### src/rtl/neo_pkg.sv
// ---------------------------------------------------------------------------
// neo_pkg
// Shared definitions for the WS2812-style pixel controller: colour index
// constants, default bit timing at 50 MHz, the controller state type, the
// per-pixel storage type and a helper that sizes the cycle counters.
// No ports (package).
// ---------------------------------------------------------------------------
package neo_pkg;

  localparam logic [1:0] COLOR_RED   = 2'd0;
  localparam logic [1:0] COLOR_GREEN = 2'd1;
  localparam logic [1:0] COLOR_BLUE  = 2'd2;

  localparam int DEF_NUM_PIXELS  = 5;
  localparam int DEF_T0H_CYCLES  = 18;    // 0.35 us
  localparam int DEF_T1H_CYCLES  = 35;    // 0.70 us
  localparam int DEF_BIT_CYCLES  = 63;    // 1.25 us
  localparam int DEF_WAIT_CYCLES = 2500;  // 50 us latch gap

  typedef enum logic [1:0] {
    ST_IDLE,
    ST_SEND_HIGH,
    ST_SEND_LOW,
    ST_WAIT
  } neo_state_e;

  // Field order equals wire order (green, red, blue, each MSB first), so the
  // packed 24-bit word leaves the chip MSB first.
  typedef struct packed {
    logic [7:0] green;
    logic [7:0] red;
    logic [7:0] blue;
  } pixel_t;

  // Width of a counter that must reach the larger of the two durations.
  function automatic int cycle_cnt_width(input int bit_cycles, input int wait_cycles);
    return $clog2(((bit_cycles > wait_cycles) ? bit_cycles : wait_cycles) + 1);
  endfunction

endpackage

### src/rtl/neo_bit_encoder.sv
// ---------------------------------------------------------------------------
// neo_bit_encoder
// Generates one WS2812 bit cell: the line is high for T1H_CYCLES (bit=1) or
// T0H_CYCLES (bit=0), then low until the cell totals BIT_CYCLES.
// Ports:
//   clock     - system clock
//   reset_n   - asynchronous active-low reset, forces the line low
//   start     - begin a new cell on the next cycle (may coincide with bit_done
//               to produce back-to-back cells)
//   bit_value - value of the bit being sent; held stable by the caller for
//               the whole cell
//   data_out  - registered serial line
//   bit_done  - high during the last cycle of the current cell
// ---------------------------------------------------------------------------
module neo_bit_encoder
  import neo_pkg::*;
#(
  parameter int T0H_CYCLES = DEF_T0H_CYCLES,
  parameter int T1H_CYCLES = DEF_T1H_CYCLES,
  parameter int BIT_CYCLES = DEF_BIT_CYCLES,
  parameter int CNT_W      = cycle_cnt_width(DEF_BIT_CYCLES, DEF_WAIT_CYCLES)
) (
  input  logic clock,
  input  logic reset_n,
  input  logic start,
  input  logic bit_value,
  output logic data_out,
  output logic bit_done
);

  logic             active_q;
  logic             high_q;
  logic [CNT_W-1:0] cnt_q;
  logic [CNT_W-1:0] cnt_d;
  logic [CNT_W-1:0] high_last;

  // cnt_q counts elapsed cycles of the cell from 0, so the compare values
  // are "duration - 1".
  assign high_last = bit_value ? CNT_W'(T1H_CYCLES - 1) : CNT_W'(T0H_CYCLES - 1);
  assign cnt_d     = cnt_q + 1'b1;
  assign bit_done  = active_q && !high_q && (cnt_q == CNT_W'(BIT_CYCLES - 1));
  assign data_out  = high_q;

  always_ff @(posedge clock or negedge reset_n) begin
    if (!reset_n) begin
      active_q <= 1'b0;
      high_q   <= 1'b0;
      cnt_q    <= '0;
    end else if (start) begin
      active_q <= 1'b1;
      high_q   <= 1'b1;
      cnt_q    <= '0;
    end else if (active_q) begin
      if (bit_done) begin
        active_q <= 1'b0;
        cnt_q    <= '0;
      end else begin
        cnt_q <= cnt_d;
        if (high_q && (cnt_q == high_last)) begin
          high_q <= 1'b0;
        end
      end
    end
  end

endmodule

### src/rtl/neo_pixel_controller.sv
// ---------------------------------------------------------------------------
// neo_pixel_controller
// Holds a NUM_PIXELS x 24-bit frame buffer loaded one colour byte at a time
// and, on send_it, serialises it to a WS2812-style LED strip followed by a
// low latch gap.
// Build option: define NEO_AUTO_CLEAR_EN to zero the whole frame buffer on
// the edge where done_send is high (each frame must then be reloaded).
// Ports:
//   clock, reset_n  - clock and asynchronous active-low reset
//   load_color      - write strobe, honoured only in IDLE and not with send_it
//   pixel_index     - target pixel (writes to >= NUM_PIXELS are dropped)
//   color_index     - 0 red, 1 green, 2 blue, 3 dropped
//   color_level     - byte written
//   send_it         - start a frame, honoured only in IDLE
//   neo_data        - serial LED line
//   ready_to_load,
//   ready_to_send   - high in IDLE
//   begin_send      - high in the cycle a send is accepted
//   done_send       - high in the last cycle of the last bit
//   done_wait       - high in the last cycle of the latch gap
// ---------------------------------------------------------------------------
module neo_pixel_controller
  import neo_pkg::*;
#(
  parameter int NUM_PIXELS  = DEF_NUM_PIXELS,
  parameter int T0H_CYCLES  = DEF_T0H_CYCLES,
  parameter int T1H_CYCLES  = DEF_T1H_CYCLES,
  parameter int BIT_CYCLES  = DEF_BIT_CYCLES,
  parameter int WAIT_CYCLES = DEF_WAIT_CYCLES
) (
  input  logic       clock,
  input  logic       reset_n,
  input  logic       load_color,
  input  logic [2:0] pixel_index,
  input  logic [1:0] color_index,
  input  logic [7:0] color_level,
  input  logic       send_it,
  output logic       neo_data,
  output logic       ready_to_load,
  output logic       ready_to_send,
  output logic       begin_send,
  output logic       done_send,
  output logic       done_wait
);

  localparam int FRAME_BITS = NUM_PIXELS * 24;
  localparam int BIDX_W     = $clog2(FRAME_BITS);
  localparam int CNT_W      = cycle_cnt_width(BIT_CYCLES, WAIT_CYCLES);

  neo_state_e            state_q;
  logic [BIDX_W-1:0]     bit_idx_q;
  logic [BIDX_W-1:0]     bit_idx_d;
  logic [CNT_W-1:0]      wait_cnt_q;
  logic [CNT_W-1:0]      wait_cnt_d;
  logic [FRAME_BITS-1:0] frame_bits;   // frame in wire order, bit 0 sent first

  logic sending;
  logic send_accept;
  logic write_en;
  logic last_bit;
  logic frame_end;
  logic enc_start;
  logic enc_data;
  logic enc_bit_done;
  logic bit_value;

  assign sending     = (state_q == ST_SEND_HIGH) || (state_q == ST_SEND_LOW);
  assign send_accept = (state_q == ST_IDLE) && send_it;
  // A simultaneous send_it wins over the load.
  assign write_en    = (state_q == ST_IDLE) && load_color && !send_it &&
                       (32'(pixel_index) < NUM_PIXELS) && (color_index != 2'd3);
  assign last_bit    = (bit_idx_q == BIDX_W'(FRAME_BITS - 1));
  assign frame_end   = sending && enc_bit_done && last_bit;
  assign enc_start   = send_accept || (sending && enc_bit_done && !last_bit);
  // Read straight from the live buffer: loads cannot happen outside IDLE.
  assign bit_value   = frame_bits[bit_idx_q];
  assign bit_idx_d   = bit_idx_q + 1'b1;
  assign wait_cnt_d  = wait_cnt_q + 1'b1;

  // -------------------------------------------------------------------------
  // Frame buffer. Kept in flops because the serialiser taps any bit of it
  // combinationally.
  // -------------------------------------------------------------------------
  for (genvar gi = 0; gi < NUM_PIXELS; gi++) begin : g_pixel
    pixel_t pix_q;
    pixel_t pix_d;

    always_comb begin
      pix_d = pix_q;
      if (write_en && (pixel_index == 3'(gi))) begin
        case (color_index)
          COLOR_RED:   pix_d.red   = color_level;
          COLOR_GREEN: pix_d.green = color_level;
          COLOR_BLUE:  pix_d.blue  = color_level;
          default:     pix_d       = pix_q;
        endcase
      end
`ifdef NEO_AUTO_CLEAR_EN
      if (frame_end) begin
        pix_d = '0;
      end
`endif
    end

    always_ff @(posedge clock or negedge reset_n) begin
      if (!reset_n) begin
        pix_q <= '0;
      end else begin
        pix_q <= pix_d;
      end
    end

    for (genvar gj = 0; gj < 24; gj++) begin : g_bit
      assign frame_bits[gi*24 + gj] = pix_q[23 - gj];
    end
  end

  // -------------------------------------------------------------------------
  // Bit cell timing
  // -------------------------------------------------------------------------
  neo_bit_encoder #(
    .T0H_CYCLES (T0H_CYCLES),
    .T1H_CYCLES (T1H_CYCLES),
    .BIT_CYCLES (BIT_CYCLES),
    .CNT_W      (CNT_W)
  ) u_encoder (
    .clock     (clock),
    .reset_n   (reset_n),
    .start     (enc_start),
    .bit_value (bit_value),
    .data_out  (enc_data),
    .bit_done  (enc_bit_done)
  );

  // -------------------------------------------------------------------------
  // Controller FSM. SEND_HIGH/SEND_LOW track the encoder's line level; the
  // cell boundary itself is taken from bit_done in either send state so the
  // sequencing does not depend on how short the low phase is.
  // -------------------------------------------------------------------------
  always_ff @(posedge clock or negedge reset_n) begin
    if (!reset_n) begin
      state_q    <= ST_IDLE;
      bit_idx_q  <= '0;
      wait_cnt_q <= '0;
    end else begin
      case (state_q)
        ST_IDLE: begin
          if (send_accept) begin
            state_q   <= ST_SEND_HIGH;
            bit_idx_q <= '0;
          end
        end
        ST_SEND_HIGH, ST_SEND_LOW: begin
          if (enc_bit_done) begin
            if (last_bit) begin
              state_q    <= ST_WAIT;
              wait_cnt_q <= '0;
            end else begin
              state_q   <= ST_SEND_HIGH;
              bit_idx_q <= bit_idx_d;
            end
          end else if (state_q == ST_SEND_HIGH && !enc_data) begin
            state_q <= ST_SEND_LOW;
          end
        end
        ST_WAIT: begin
          if (wait_cnt_q == CNT_W'(WAIT_CYCLES - 1)) begin
            state_q    <= ST_IDLE;
            wait_cnt_q <= '0;
          end else begin
            wait_cnt_q <= wait_cnt_d;
          end
        end
        default: state_q <= ST_IDLE;
      endcase
    end
  end

  assign neo_data      = enc_data;
  assign ready_to_load = (state_q == ST_IDLE);
  assign ready_to_send = (state_q == ST_IDLE);
  assign begin_send    = send_accept;
  assign done_send     = frame_end;
  assign done_wait     = (state_q == ST_WAIT) && (wait_cnt_q == CNT_W'(WAIT_CYCLES - 1));

endmodule

### config.mk
export PLATFORM = sky130hd
export DESIGN_NAME = neo_pixel_controller
export DESIGN_NICKNAME = d
export VERILOG_FILES = /design/src/rtl/neo_pkg.sv /design/src/rtl/neo_bit_encoder.sv /design/src/rtl/neo_pixel_controller.sv
export SDC_FILE = /design/constraint.sdc
export NUM_CORES = 1
export LEC_CHECK = 0
export BUFFER_PORTS_ARGS = -buffer_cell sky130_fd_sc_hd__buf_2
export CAP_MARGIN = 30
export CORE_UTILIZATION = 50
export CTS_CLUSTER_DIAMETER = 60
export DETAILED_ROUTE_END_ITERATION = 8
export PLACE_DENSITY = 0.76
export SYNTH_ARGS = -nofsm -noshare
export SYNTH_HDL_FRONTEND = slang
export SYNTH_HIERARCHICAL = 1
export SYNTH_SLANG_ARGS = --single-unit
export TNS_END_PERCENT = 5
### constraint.sdc
create_clock -name clock -period 7.5 [get_ports clock]
set_clock_uncertainty 0.15 [all_clocks]
set_input_delay 0.375 -clock clock [delete_from_list [all_inputs] [get_ports clock]]
set_output_delay 0.375 -clock clock [all_outputs]
set_load 0.005 [all_outputs]
# Word level (Yosys, flattened, before mapping)
# Cells that the tools add are included.
totals:
  out_inout_bits: 6
  register_bits: 155
  word_cells: 124
op_classes:
  n_lt_le_gt_ge: 2
  addsub: 3
  n_mux: 27
  n_reduce_logical: 50
  eq_ne: 21
ops:
  columns: ["operator", "count"]
  rows:
  - ["$mux W12", 6]
  - ["$reduce_and A2 Y1", 15]
  - ["$add A12 B1 Y12 const B", 2]
  - ["$pmux W12 S2", 1]
  - ["$mux W7", 3]
  - ["$logic_and A1 B1 Y1", 18]
  - ["$pmux W7 S2", 1]
  - ["$eq A12 B12 Y1", 1]
  - ["$eq A12 B12 Y1 const B", 1]
  - ["$eq A12 B6 Y1 const B", 1]
  - ["$ne A2 B2 Y1 const B", 6]
  - ["$mux W2", 5]
  - ["$reduce_and A3 Y1", 3]
  - ["$lt A7 B8 Y1 const B", 1]
  - ["$mux W1", 8]
  - ["$reduce_bool A2 Y1", 4]
  - ["$add A7 B1 Y7 const B", 1]
  - ["$bmux W1 S7", 1]
  - ["$eq A7 B7 Y1 const B", 1]
  - ["$eq A2 B2 Y1 const B", 3]
  - ["$eq A3 B2 Y1 const B", 2]
  - ["$mux W6", 1]
  - ["$pmux W2 S3", 1]
  - ["$eq A2 B1 Y1 const B", 2]
  - ["other kinds (11)", 15]

# Depth between registers and ports, before layout
# Gate-level depths: netlist of the first run.
logic_depth:
  depth_word: 9
  mapped_depth: 12

# Modules after synthesis
# The synthesis of the first run kept the hierarchy.
modules_own_cells:
  columns: ["mod", "cells_each", "n_inst", "area_per_inst_um2"]
  rows:
  - ["neo_pixel_controller", 519, 1, 6894.1]
  - ["neo_bit_encoder", 80, 1, 774.5]

# Worst setup path after synthesis of the first run
# Ideal clock, no wire load.
synth_timing:
  path_type: "flip-flop to flip-flop"
  from: "reg bit_idx_q[0]"
  to: "reg u_encoder.high_q, in the netlist u_encoder/data_out"
  arrival_time_ps: 2410
  slack_ps: 4821
  period_less_slack_ps: 2679
  path_stages_with_launch: 11
  n_path_buf: 2
  setup_ps: 118
  path_cell_list: "dfrtp_1 -> buf_4 -> buf_1 -> mux4_2 -> a22oi_1 -> nand3_1 -> nand4_1 -> nand4_1 -> nor4_1 -> o2111ai_1 -> a21o_1"
synth_between:
  elab_chain_len: 7
synth_lines:
  columns: ["item", "line", "text"]
  rows:
  - ["start: declaration", "neo_pixel_controller.sv:51", "logic [BIDX_W-1:0] bit_idx_q;"]
  - ["start signal: assignment", "neo_pixel_controller.sv:160", "bit_idx_q <= bit_idx_d;"]
  - ["$bmux W1 S7", "neo_pixel_controller.sv:76", "assign bit_value = frame_bits[bit_idx_q];"]
  - ["$mux W1 (not written as such)", "neo_pixel_controller.sv:76", null]
  - ["via bit_value", "neo_pixel_controller.sv:65", "logic bit_value;"]
  - ["$mux W6", "neo_bit_encoder.sv:39", "assign high_last = bit_value ? CNT_W'(T1H_CYCLES - 1) : CNT_W'(T0H_CYCLES - 1);"]
  - ["$eq A12 B12 Y1", "neo_bit_encoder.sv:59", "if (high_q && (cnt_q == high_last)) begin"]
  - ["$logic_and A1 B1 Y1", "neo_bit_encoder.sv:59", null]
  - ["$reduce_bool A2 Y1 (no line)", null, null]
  - ["$reduce_and A3 Y1 (no line)", null, null]
  - ["end signal: assignment", "neo_bit_encoder.sv:47", "high_q <= 1'b0;"]
  - ["end signal: assignment", "neo_bit_encoder.sv:51", "high_q <= 1'b1;"]
  - ["end signal: assignment", "neo_bit_encoder.sv:60", "high_q <= 1'b0;"]
  - ["end: declaration", "neo_bit_encoder.sv:32", "logic high_q;"]
# The timed path passes the listed nets, and every way through them passes these cells. The select of a mux whose other input is x is not followed.
# A chain may end at the register's enable or synchronous reset.

# Worst setup path after layout of the first run
layout_timing:
  from: "reg u_encoder.active_q"
  to: "reg u_encoder.cnt_q[11]"
layout_between:
  elab_chain_len: 6
layout_lines:
  columns: ["item", "line", "text"]
  rows:
  - ["start: declaration", "neo_bit_encoder.sv:31", "logic active_q;"]
  - ["start signal: assignment", "neo_bit_encoder.sv:46", "active_q <= 1'b0;"]
  - ["start signal: assignment", "neo_bit_encoder.sv:50", "active_q <= 1'b1;"]
  - ["start signal: assignment", "neo_bit_encoder.sv:55", "active_q <= 1'b0;"]
  - ["$logic_and A1 B1 Y1 (*) (2 in series)", "neo_bit_encoder.sv:41", "assign bit_done = active_q && !high_q && (cnt_q == CNT_W'(BIT_CYCLES - 1));"]
  - ["via enc_bit_done", "neo_pixel_controller.sv:64", "logic enc_bit_done;"]
  - ["$logic_and A1 B1 Y1 (*) (2 in series)", "neo_pixel_controller.sv:74", "assign enc_start = send_accept || (sending && enc_bit_done && !last_bit);"]
  - ["$logic_or A1 B1 Y1 (*)", "neo_pixel_controller.sv:74", null]
  - ["via enc_start", "neo_pixel_controller.sv:62", "logic enc_start;"]
  - ["$mux W12 or $reduce_bool A2 Y1 (tied branches)", null, null]
  - ["end signal: assignment", "neo_bit_encoder.sv:58", "cnt_q <= cnt_d;"]
  - ["end: declaration", "neo_bit_encoder.sv:33", "logic [CNT_W-1:0] cnt_q;"]
# Mark *: on every way through the listed nets, which the timed path passes. The rest lies on a longest branch. The select of a mux whose other input is x is not followed.

==> flow_metrics.env, run 1 <==
export IMPL_status="completed"
export IMPL_ctsResizeCount=0
export IMPL_topRoutingLayerUsed="met4"
export IMPL_clock_power_share_pct=49.2
export IMPL_n_antenna_cell=0
export IMPL_ys_ff_latch=155
export IMPL_switching_share_pct=21.4
export IMPL_synth_area_mux_share_pct=26.7
export IMPL_finalSetupTns_ns=0
export IMPL_holdBufCountCts=1
export IMPL_endpoint_kind="flop"
export IMPL_regToRegSetupSlack_ns=3.95
export IMPL_clk_pin_slew_ns=0.06
export IMPL_p_int_w=0.00136
export IMPL_pin_count=23
export IMPL_numCtsBuffers=17
export IMPL_postSynthCellCount=599
export IMPL_gp_congestion=0.831
export IMPL_fp_dieArea_um2=15800
export IMPL_synth_commonest_cells="155 x dfrtp_1, 98 x mux2_2, 34 x mux2_1, 30 x nor2_1, 21 x clkbuf_1"
export IMPL_avgSynthCellArea_um2=12.8
export IMPL_period_share_pct=47.3
export IMPL_max_stage_delay_ns=0.72
export IMPL_finalHoldViolCount=0
export IMPL_min_path_type="in2reg"
export IMPL_worstPathRequired_ns=7.65
export IMPL_synth_ff_type="dfrtp_1"
export IMPL_synth_edf_count=0
export IMPL_crit_slowest_cell="o21ai_0"
export IMPL_worst_r2r_endpoint="u_encoder/cnt_q[11]"
export IMPL_drt_initial_drc_count=259
export IMPL_clockBufferDepth=2
export IMPL_syn_num_nets=624
export IMPL_synth_warnings=6
export IMPL_antenna_found_initial=0
export IMPL_drive_above_1_share_pct=31.0
export IMPL_yosys_cell_count_top_type="dfrtp_1"
export IMPL_rows=44
export IMPL_ir_worst_vdd_mv=0.163
export IMPL_placed_cells_incl_taps=770
export IMPL_path_delay_family="simple AND/OR/NAND/NOR gates"
export IMPL_syn_area_um2=7670
export IMPL_path_buf_inv=1
export IMPL_dp_hpwl_um=10800
export IMPL_crit_chain="nor4b_1 -> nand4_1 -> inv_1 -> nand2_1 -> o21ai_0 -> o211a_4 -> or4b_4 -> xor2_1 -> nor2_2"
export IMPL_holdWs_ns=0.284
export IMPL_met2WireLength_um=8370
export IMPL_yosys_area_share_simple_pct=10.4
export IMPL_synth_top_family_by_area="multiplexers"
export IMPL_maxSlewViolCount=0
export IMPL_reg2reg_depth=9
export IMPL_wl_met1_um=7250
export IMPL_power_frac_comb_pct=2.4
export IMPL_grt_max_degree=72
export IMPL_yosysTopAreaCellShare_pct=50.6
export IMPL_grt_usage_pct=22.9
export IMPL_die_x_um=126
export IMPL_ant_nets=0
export IMPL_grt_pass1_wl_um=27800
export IMPL_cp_num_cells=9
export IMPL_synth_xor_area_share_pct=2.40
export IMPL_yosys_area_top_type="dfrtp_1"
export IMPL_start_util_pct=52.0
export IMPL_max_cap_violations=0
export IMPL_final_cells=803
export IMPL_synth_area_leaders="dfrtp_1 51%, mux2_2 14%, mux4_2 5.9%"
export IMPL_worst_slew_pin_slew_ns=0.978
export IMPL_cp_data_arrival_time_ns=3.70
export IMPL_nNetsFinal=631
export IMPL_wirelength_um=16600
export IMPL_via_count=4916
export IMPL_die_h_um=126
export IMPL_p_per_area_nw_per_um2=204
export IMPL_yosys_cell_types_count=60
export IMPL_r2r_start="u_encoder/active_q"
export IMPL_path_class="reg2reg"
export IMPL_start_kind="flop"
export IMPL_grt_overflow_total=0
export IMPL_wl_met3_um=780
export IMPL_seq_area_frac_synth_pct=50.6
export IMPL_period_minus_slack_ns=3.55
export IMPL_grt_pass1_vias=5239
export IMPL_syn_to_final_growth_pct=10.6
export IMPL_first_pass_iters=5
export IMPL_wire_per_inst_um=20.7
export IMPL_ctsRootBufferMaster="clkbuf_16"
export IMPL_fillers=1142
export IMPL_maxSlewHeadroom_pct=34.8
export IMPL_pwr_share_seq_pct=48.4
export IMPL_setup_viol=0
export IMPL_viasPerCell=6.12
export IMPL_core_region_area_um2=14800
export IMPL_postCtsSetupBuffers=0
export IMPL_power_leakage_nw=4.08
export IMPL_portBuffers=22
export IMPL_synth_compound_area_share_pct=5.81
export IMPL_remaining_drc_errors=0
export IMPL_synth_fa_ha_area_share_pct=1.31
export IMPL_htree_num_levels=4
export IMPL_clock_latency_ns=0.42
export IMPL_cts_tree="built"
export IMPL_worstSetupEndpoint="u_encoder/cnt_q[11]"
export IMPL_rsz0062_at_grt="false"
export IMPL_power_switching_w=0.000370
export IMPL_max_freq_ghz=0.282
export IMPL_cp_startpoint="u_encoder/active_q"
export IMPL_async_flop_share_pct=100
export IMPL_cts_sink_count=155
export IMPL_crit_fanout=9
how the worst min path moves through the flow:
stage,start,end,slack [ns],depth (start not counted)
floorplan,reset_n,bit_idx_q[0],-0.07,0
global placement,reset_n,u_encoder/cnt_q[6],0.25,1
detailed placement,reset_n,u_encoder/cnt_q[7],0.27,1
CTS,send_it,bit_idx_q[5],0.27,4
global route,send_it,bit_idx_q[6],0.32,4
finish,send_it,bit_idx_q[5],0.28,4
per-stage QoR:
step           worst slack (ns)  cell area [um^2]  util (%)  power (W)
2_1_floorplan              4.82              7670         -   0.000861
3_3_place_gp               4.18              7860      53.3   0.000891
3_5_place_dp               4.04              7880      53.4   0.000894
4_1_cts                    4.01              8480      57.5    0.00174
5_1_grt                    3.63              8480      57.5    0.00178
6_report                   3.95              8480      57.5    0.00173
registers in the layout, summed over array words and instances, names as in the netlist:
name / count
wait_cnt_q: 12
bit_idx_q: 7
frame_bits: 120
u_encoder/active_q: 1
u_encoder/cnt_q: 12
state_q: 2
u_encoder/data_out: 1
metal layers:
metal  vias to the layer above  GRT usage (%)
met5                         -              0
met2                       114           38.5
met1                      2564           29.3
li1                       2220              -
met4                         0           7.30
met3                        18           5.35
cell families (layout without fill, tap and decap cells):
logic type,after synthesis,count (layout)
AOI/OAI and AO/OA,58,58
and+or+nand+nor,143,143
muxes,163,163
DFF,155,155
adders and majority gates,8,8
buffers and inverters,51,71
xor gates and xnor gates,21,21
worst register-to-register path: cells and delay by family (launching register included):
family / cells / cell delay [ns]
simple gates: 5 / 1.42
compound gates: 2 / 1.03
flops: 1 / 0.50
xor+xnor: 1 / 0.17
buf+inv: 1 / 0.16
cells in the final DEF (no fill, tap or decap), types with 8 or more instances in the layout:
cell type and n:
a21oi_1 9, buf_2 21, clkbuf_16 17, dfrtp_1 153, ha_1 8, inv_1 13
mux2_1 34, mux2_2 98, mux2i_1 11, mux4_2 20, nand2_1 20, nand2b_1 10
nand3_1 17, nand4_1 13, nor2_1 30, nor3_1 11, o21ai_0 11, xnor2_1 15
power groups by stage:
| stage | Clock (W) | Sequential (W) | Combinational, W |
|---|---|---|---|
| 6_report | 0.000851 | 0.000836 | 0.0000419 |
| 5_1_grt | 0.000899 | 0.000836 | 0.0000465 |
| 4_1_cts | 0.000861 | 0.000836 | 0.0000432 |
| 3_5_place_dp | 0 | 0.000852 | 0.0000425 |
| 3_3_place_gp | 0 | 0.000852 | 0.0000395 |
| 2_1_floorplan | 0 | 0.000852 | 0.00000955 |
final cells by class:
type | instances | area (um^2) | area share (%)
clock buffer | 22 | 474 | 5.59
clock inverter | 10 | 115 | 1.36
inverter | 13 | 48.8 | 0.575
multi-input combinational | 393 | 3570 | 42.1
sequential | 155 | 3880 | 45.8
tap | 184 | 230 | 2.71
timing repair buffer | 26 | 161 | 1.90
Note: power is estimated with default switching activity, not from simulation.
==> inputs of run 2 (changes only) <==
Settings changed: PLACE_DENSITY 0.76 to 0.79.
Clock period 7.5 ns to 2.96 ns, I/O delays scaled along.
==> run 2 against run 1 <==
Net effect: utilization rose by 1.6 points; cell count is 2.7% higher; first-iteration DRC count rose by 15%; sequential power rose to 2.5 times the previous value; count of clock-buffer cells in the layout fell by 1; flip-flop and latch count stayed put; cell area increased by 2.8%; critical path type unchanged.
==> flow_metrics.env, run 2 (synthesis results as in run 1) <==
export IMPL_wire_per_inst_um=21.1
export IMPL_topRoutingLayerUsed="met4"
export IMPL_regArea_um2=3880
export IMPL_remaining_drc_errors=0
export IMPL_grt_usage_pct=24.0
export IMPL_worst_r2r_endpoint="u_encoder/data_out"
export IMPL_max_stage_delay_ns=0.54
export IMPL_cts_sink_count=155
export IMPL_portBuffers=22
export IMPL_die_h_um=126
export IMPL_period_minus_slack_ns=2.83
export IMPL_htree_num_levels=4
export IMPL_final_common_cell="dfrtp_1"
export IMPL_crit_fanout=7
export IMPL_grt_max_degree=76
export IMPL_clock_latency_ns=0.43
export IMPL_rsz0062_at_grt="true"
export IMPL_setup_viol=0
export IMPL_start_util_pct=52.0
export IMPL_total_power_w=0.00439
export IMPL_first_pass_iters=5
export IMPL_ir_worst_vdd_mv=0.439
export IMPL_max_cap_violations=0
export IMPL_cp_startpoint="bit_idx_q[0]"
export IMPL_ant_nets=0
export IMPL_status="completed"
export IMPL_die_x_um=126
export IMPL_gp_congestion=0.858
export IMPL_maxSlewHeadroom_pct=53.3
export IMPL_worstSetupEndpoint="u_encoder/data_out"
export IMPL_path_delay_family="compound AO/OA/AOI/OAI gates"
export IMPL_fillers=1133
export IMPL_largest_register_ffs=120
export IMPL_cp_data_arrival_time_ns=3.00
export IMPL_reg2reg_depth=8
export IMPL_finalHoldViolCount=0
export IMPL_fp_dieArea_um2=15800
export IMPL_path_class="reg2reg"
export IMPL_rows=44
export IMPL_worst_slew_pin_slew_ns=0.697
export IMPL_drt_initial_drc_count=299
export IMPL_start_kind="flop"
export IMPL_maxSlewViolCount=0
export IMPL_dp_hpwl_um=11300
export IMPL_nNetsFinal=655
export IMPL_via_count=5046
export IMPL_ctsRootBufferMaster="clkbuf_16"
export IMPL_numCtsBuffers=17
export IMPL_wl_met3_um=902
export IMPL_finalSetupTns_ns=0
export IMPL_wl_met1_um=7210
export IMPL_regToRegSetupSlack_ns=0.13
export IMPL_worstPathRequired_ns=3.13
export IMPL_syn_to_final_growth_pct=13.8
export IMPL_mostFrequentLayoutCells="152 x dfrtp_1, 98 x mux2_2, 34 x mux2_1, 30 x nor2_1, 23 x buf_4"
export IMPL_period_share_pct=95.7
export IMPL_clockBufferDepth=2
export IMPL_drive_above_1_share_pct=34.3
export IMPL_clk_pin_slew_ns=0.06
export IMPL_holdWs_ns=0.0562
export IMPL_power_leakage_nw=4.21
export IMPL_core_region_area_um2=14800
export IMPL_wirelength_um=17400
export IMPL_grt_pass1_vias=5495
export IMPL_n_antenna_cell=0
export IMPL_antenna_found_initial=0
export IMPL_r2r_start="bit_idx_q[0]"
export IMPL_cts_tree="built"
export IMPL_path_buf_inv=0
export IMPL_grt_pass1_wl_um=29000
export IMPL_max_freq_ghz=0.353
export IMPL_min_path_type="in2reg"
export IMPL_pin_count=23
export IMPL_crit_chain="mux4_2 -> mux2_2 -> a221oi_1 -> a2111o_1 -> nand4_1 -> nor4_2 -> o2111ai_1 -> a21o_1"
export IMPL_grt_overflow_total=0
export IMPL_cp_num_cells=8
export IMPL_viasPerCell=6.12
export IMPL_p_per_area_nw_per_um2=503
export IMPL_endpoint_kind="flop"
export IMPL_crit_slowest_cell="mux4_2"
export IMPL_multi_input_area_um2=3590
export IMPL_met2WireLength_um=8980
-- run 2: changes by cell type in the layout (fill, tap and decap cells not counted), sizes merged --
cell    previous run  this run
inv               14        15
buf               25        48
clkinv             4         2
-- run 2: worst reg2reg max path, delay by kind of cell, from the launching register on --
kind	cells	cell delay (ns)
compound gates	4	0.86
flops	1	0.50
mux	2	0.83
simple gates	2	0.39
-- run 2: how the worst min path moves through the flow --
stage	from	endpoint	slack, ns	cells after the start
finish	send_it	bit_idx_q[6]	0.06	4
floorplan	reset_n	bit_idx_q[0]	-0.30	0
detailed placement	reset_n	u_encoder/cnt_q[5]	0.06	1
global route	send_it	bit_idx_q[5]	0.07	4
global placement	reset_n	u_encoder/cnt_q[4]	0.05	1
CTS	send_it	bit_idx_q[6]	0.03	4
-- run 2: what timing repair did --
| action | in CTS | in global routing |
|---|---|---|
| cloned | 0 | 1 |
| endpoints found under the setup margin | 2 | 6 |
| resized for setup | 1 | 6 |
| endpoints found under the hold margin | 73 | 0 |
| buffers inserted | 0 | 2 |
| hold buffers | 1 | 0 |
-- run 2: metal layers --
layer | vias to the layer above | global-route usage (%)
li1 | 2264 | -
met1 | 2615 | 29.8
met2 | 141 | 40.6
met3 | 26 | 5.48
met4 | 0 | 10.4
met5 | - | 0
-- run 2: metrics by stage --
stage,setup slack (ns),cell area (um^2),utilization [%],cells
CTS,0.0306,8670,58.7,822
detailed placement,0.0668,8070,54.7,791
global route,-0.0300,8720,59.1,825
finish,0.128,8720,59.1,825
floorplan,0.281,7670,-,599
global placement,0.0699,8070,54.7,791
-- run 2: final cells by class --
class / instances / share of cell area (%)
clock buffer: 21 / 5.39
clock inverter: 9 / 1.31
inverter: 13 / 0.559
multi-input combinational: 393 / 41.2
sequential: 155 / 44.5
tap: 184 / 2.64
timing repair buffer: 50 / 4.40
-- run 2: power breakdown --
part / switching, W / internal, W
combinational: 0.0000891 / 0.0000170
clock: 0.000860 / 0.00130
sequential: 0 / 0.00212
total: 0.000949 / 0.00344
==> inputs of run 3 (changes only) <==
Settings changed: ABC_AREA set to 1, REMOVE_ABC_BUFFERS set to 1.
==> run 3 against run 2 <==
Net effect: critical path depth grew 3; first-iteration DRC count up 130%; cell count is 61% higher; combinational power increased by 14%; worst hold slack better by 0.076 ns; setup slack better by 0.22 ns; clock power about the same; synthesized area is 6.7% higher; power rose by 0.93%; largest power group unchanged.
==> flow_metrics.env, run 3 <==
export IMPL_maxSlewHeadroom_pct=42.9
export IMPL_pwr_share_seq_pct=48.0
export IMPL_die_h_um=130
export IMPL_worstPathRequired_ns=3.10
export IMPL_fillers=1475
export IMPL_clockBufferDepth=2
export IMPL_grt_overflow_total=0
export IMPL_via_count=7127
export IMPL_path_buf_inv=4
export IMPL_crit_chain="inv_1 -> ha_1 -> inv_2 -> or2_1 -> clkinv_1 -> o211ai_1 -> a21oi_2 -> buf_4 -> nand3_2 -> nand2_1 -> o21ai_1"
export IMPL_cts_sink_count=155
export IMPL_grt_usage_pct=25.6
export IMPL_hold_start="send_it"
export IMPL_placed_cells_incl_taps=1297
export IMPL_power_switching_w=0.00101
export IMPL_multi_input_area_um2=3570
export IMPL_r2r_start="state_q[0]"
export IMPL_max_cap_violations=0
export IMPL_fp_dieArea_um2=16900
export IMPL_die_x_um=130
export IMPL_yosys_area_top_type="dfrtp_1"
export IMPL_yosys_cell_count_top_type="nand2_1"
export IMPL_wire_per_inst_um=14.8
export IMPL_synth_area_leaders="dfrtp_1 47%, nand2_1 15%, o21ai_1 6.5%"
export IMPL_cts_tree="built"
export IMPL_yosys_cell_types_count=36
export IMPL_largest_register_ffs=120
export IMPL_max_freq_ghz=0.383
export IMPL_seq_area_frac_synth_pct=47.4
export IMPL_clock_power_share_pct=49.3
export IMPL_synth_edf_count=0
export IMPL_crit_fanout=16
export IMPL_grt_pass1_wl_um=32900
export IMPL_syn_to_final_growth_pct=11.3
export IMPL_cp_data_arrival_time_ns=2.75
export IMPL_ant_nets=0
export IMPL_viasPerCell=5.36
export IMPL_gp_congestion=0.907
export IMPL_cp_startpoint="state_q[0]"
export IMPL_fin_area_um2=9100
export IMPL_path_delay_family="simple AND/OR/NAND/NOR gates"
export IMPL_period_minus_slack_ns=2.61
export IMPL_status="completed"
export IMPL_htree_num_levels=4
export IMPL_p_per_area_nw_per_um2=486
export IMPL_endpoint_kind="flop"
export IMPL_p_int_w=0.00342
export IMPL_first_pass_iters=6
export IMPL_pin_count=23
export IMPL_mostFrequentLayoutCells="321 x nand2_1, 154 x dfrtp_1, 123 x inv_1, 108 x o21ai_1, 92 x nor2_1"
export IMPL_postSynthCellCount=1088
export IMPL_syn_area_um2=8180
export IMPL_final_common_cell="nand2_1"
export IMPL_ir_worst_vdd_mv=0.444
export IMPL_max_stage_delay_ns=0.40
export IMPL_power_leakage_nw=4.49
export IMPL_setup_viol=0
export IMPL_maxSlewViolCount=0
export IMPL_rows=46
export IMPL_grt_max_degree=70
export IMPL_crit_slowest_cell="dfrtp_1"
export IMPL_finalHoldViolCount=0
export IMPL_postCtsSetupBuffers=0
export IMPL_async_flop_share_pct=100
export IMPL_start_kind="flop"
export IMPL_wirelength_um=19700
export IMPL_core_region_area_um2=15900
export IMPL_ys_ff_latch=155
export IMPL_switching_share_pct=22.9
export IMPL_grt_pass1_vias=6700
export IMPL_period_share_pct=88.2
export IMPL_portBuffers=22
export IMPL_drt_initial_drc_count=694
export IMPL_dpl_cell_area_um2=8510
export IMPL_synth_warnings=6
export IMPL_synth_commonest_cells="321 x nand2_1, 155 x dfrtp_1, 123 x inv_1, 107 x o21ai_1, 92 x nor2_1"
export IMPL_start_util_pct=51.3
export IMPL_numCtsBuffers=17
export IMPL_avgSynthCellArea_um2=7.52
export IMPL_yosysTopAreaCellShare_pct=47.4
export IMPL_worst_slew_pin_slew_ns=0.855
export IMPL_nNetsFinal=1126
export IMPL_clk_pin_slew_ns=0.07
export IMPL_remaining_drc_errors=0
export IMPL_synth_ff_type="dfrtp_1"
export IMPL_power_frac_comb_pct=2.7
export IMPL_drive_above_1_share_pct=11.8
export IMPL_rsz0062_at_grt="false"
export IMPL_holdWs_ns=0.132
export IMPL_dp_hpwl_um=12500
export IMPL_regArea_um2=3880
export IMPL_antenna_found_initial=0
export IMPL_final_cells=1330
export IMPL_path_class="reg2reg"
export IMPL_min_path_type="in2reg"
export IMPL_n_antenna_cell=0
export IMPL_clock_latency_ns=0.43
export IMPL_ctsRootBufferMaster="clkbuf_16"
run 3: kinds of logic (layout without fill, tap and decap cells):
| family | after synthesis | after routing | share of synthesized area, % |
|---|---|---|---|
| AO/OA/AOI/OAI | 200 | 200 | 13.2 |
| adder cells (fa/ha/maj) | 8 | 8 | 1.22 |
| flip-flops | 155 | 155 | 47.4 |
| XOR/XNOR | 5 | 5 | 0.535 |
| AND/OR/NAND/NOR | 542 | 542 | 28.7 |
| buffers and inverters | 178 | 204 | 8.93 |
run 3: worst paths after layout:
check / end / slack, ns / cells after the start
worst max-delay path: frame_bits[42] / 0.35 / 11
worst min register to register: frame_bits[106] / 0.33 / 2
min in group asynchronous: frame_bits[2] / 0.14 / 2
max in group asynchronous: frame_bits[118] / 1.69 / 3
worst min-delay path: bit_idx_q[4] / 0.13 / 6
worst max register to register: frame_bits[42] / 0.35 / 11
run 3: area by class of cell:
cell class / instances / area share [%]
repair buffers: 41 / 3.29
clock buffers: 20 / 4.91
multi-input cells: 755 / 39.2
inverters: 131 / 5.46
clock inverters: 12 / 1.51
well taps: 216 / 2.97
flip-flops and latches: 155 / 42.6
run 3: repair_timing:
action	4_1_cts	5_1_grt
endpoints found under the setup margin	0	1
resized for setup	0	1
endpoints found under the hold margin	65	0
hold buffers	1	0
run 3: routing by layer:
layer / vias up / wire, um / global-route usage [%]
li1: 3490 / - / -
met1: 3356 / 8810 / 33.7
met2: 241 / 9250 / 42.2
met3: 40 / 1160 / 4.06
met4: 0 / 454 / 10.6
met5: - / 0 / 0
run 3: worst register-to-register path, cell delays in order, from the launching register on:
cell,delay [ns]
dfrtp_1,0.40
inv_1,0.08
ha_1,0.28
inv_2,0.05
or2_1,0.23
clkinv_1,0.12
o211ai_1,0.12
a21oi_2,0.29
buf_4,0.23
nand3_2,0.26
nand2_1,0.19
o21ai_1,0.09
run 3: power groups by stage:
| stage | Combinational, W | Sequential (W) | Clock (W) |
|---|---|---|---|
| 2_1_floorplan | 0.0000348 | 0.00216 | 0 |
| 6_report | 0.000121 | 0.00212 | 0.00218 |
| 5_1_grt | 0.000137 | 0.00212 | 0.00228 |
| 3_3_place_gp | 0.000123 | 0.00216 | 0 |
| 4_1_cts | 0.000125 | 0.00212 | 0.00220 |
| 3_5_place_dp | 0.000124 | 0.00216 | 0 |
run 3: through the flow:
stage,worst slack (ns),total power [W],util (%),setup TNS (ns)
after floorplan,-0.374,0.00220,-,-0.391
after global placement,0.306,0.00229,53.4,0
after detailed placement,0.211,0.00229,53.4,0
after CTS,0.189,0.00445,57.1,0
after global routing,0.128,0.00455,57.1,0
final,0.348,0.00443,57.1,0
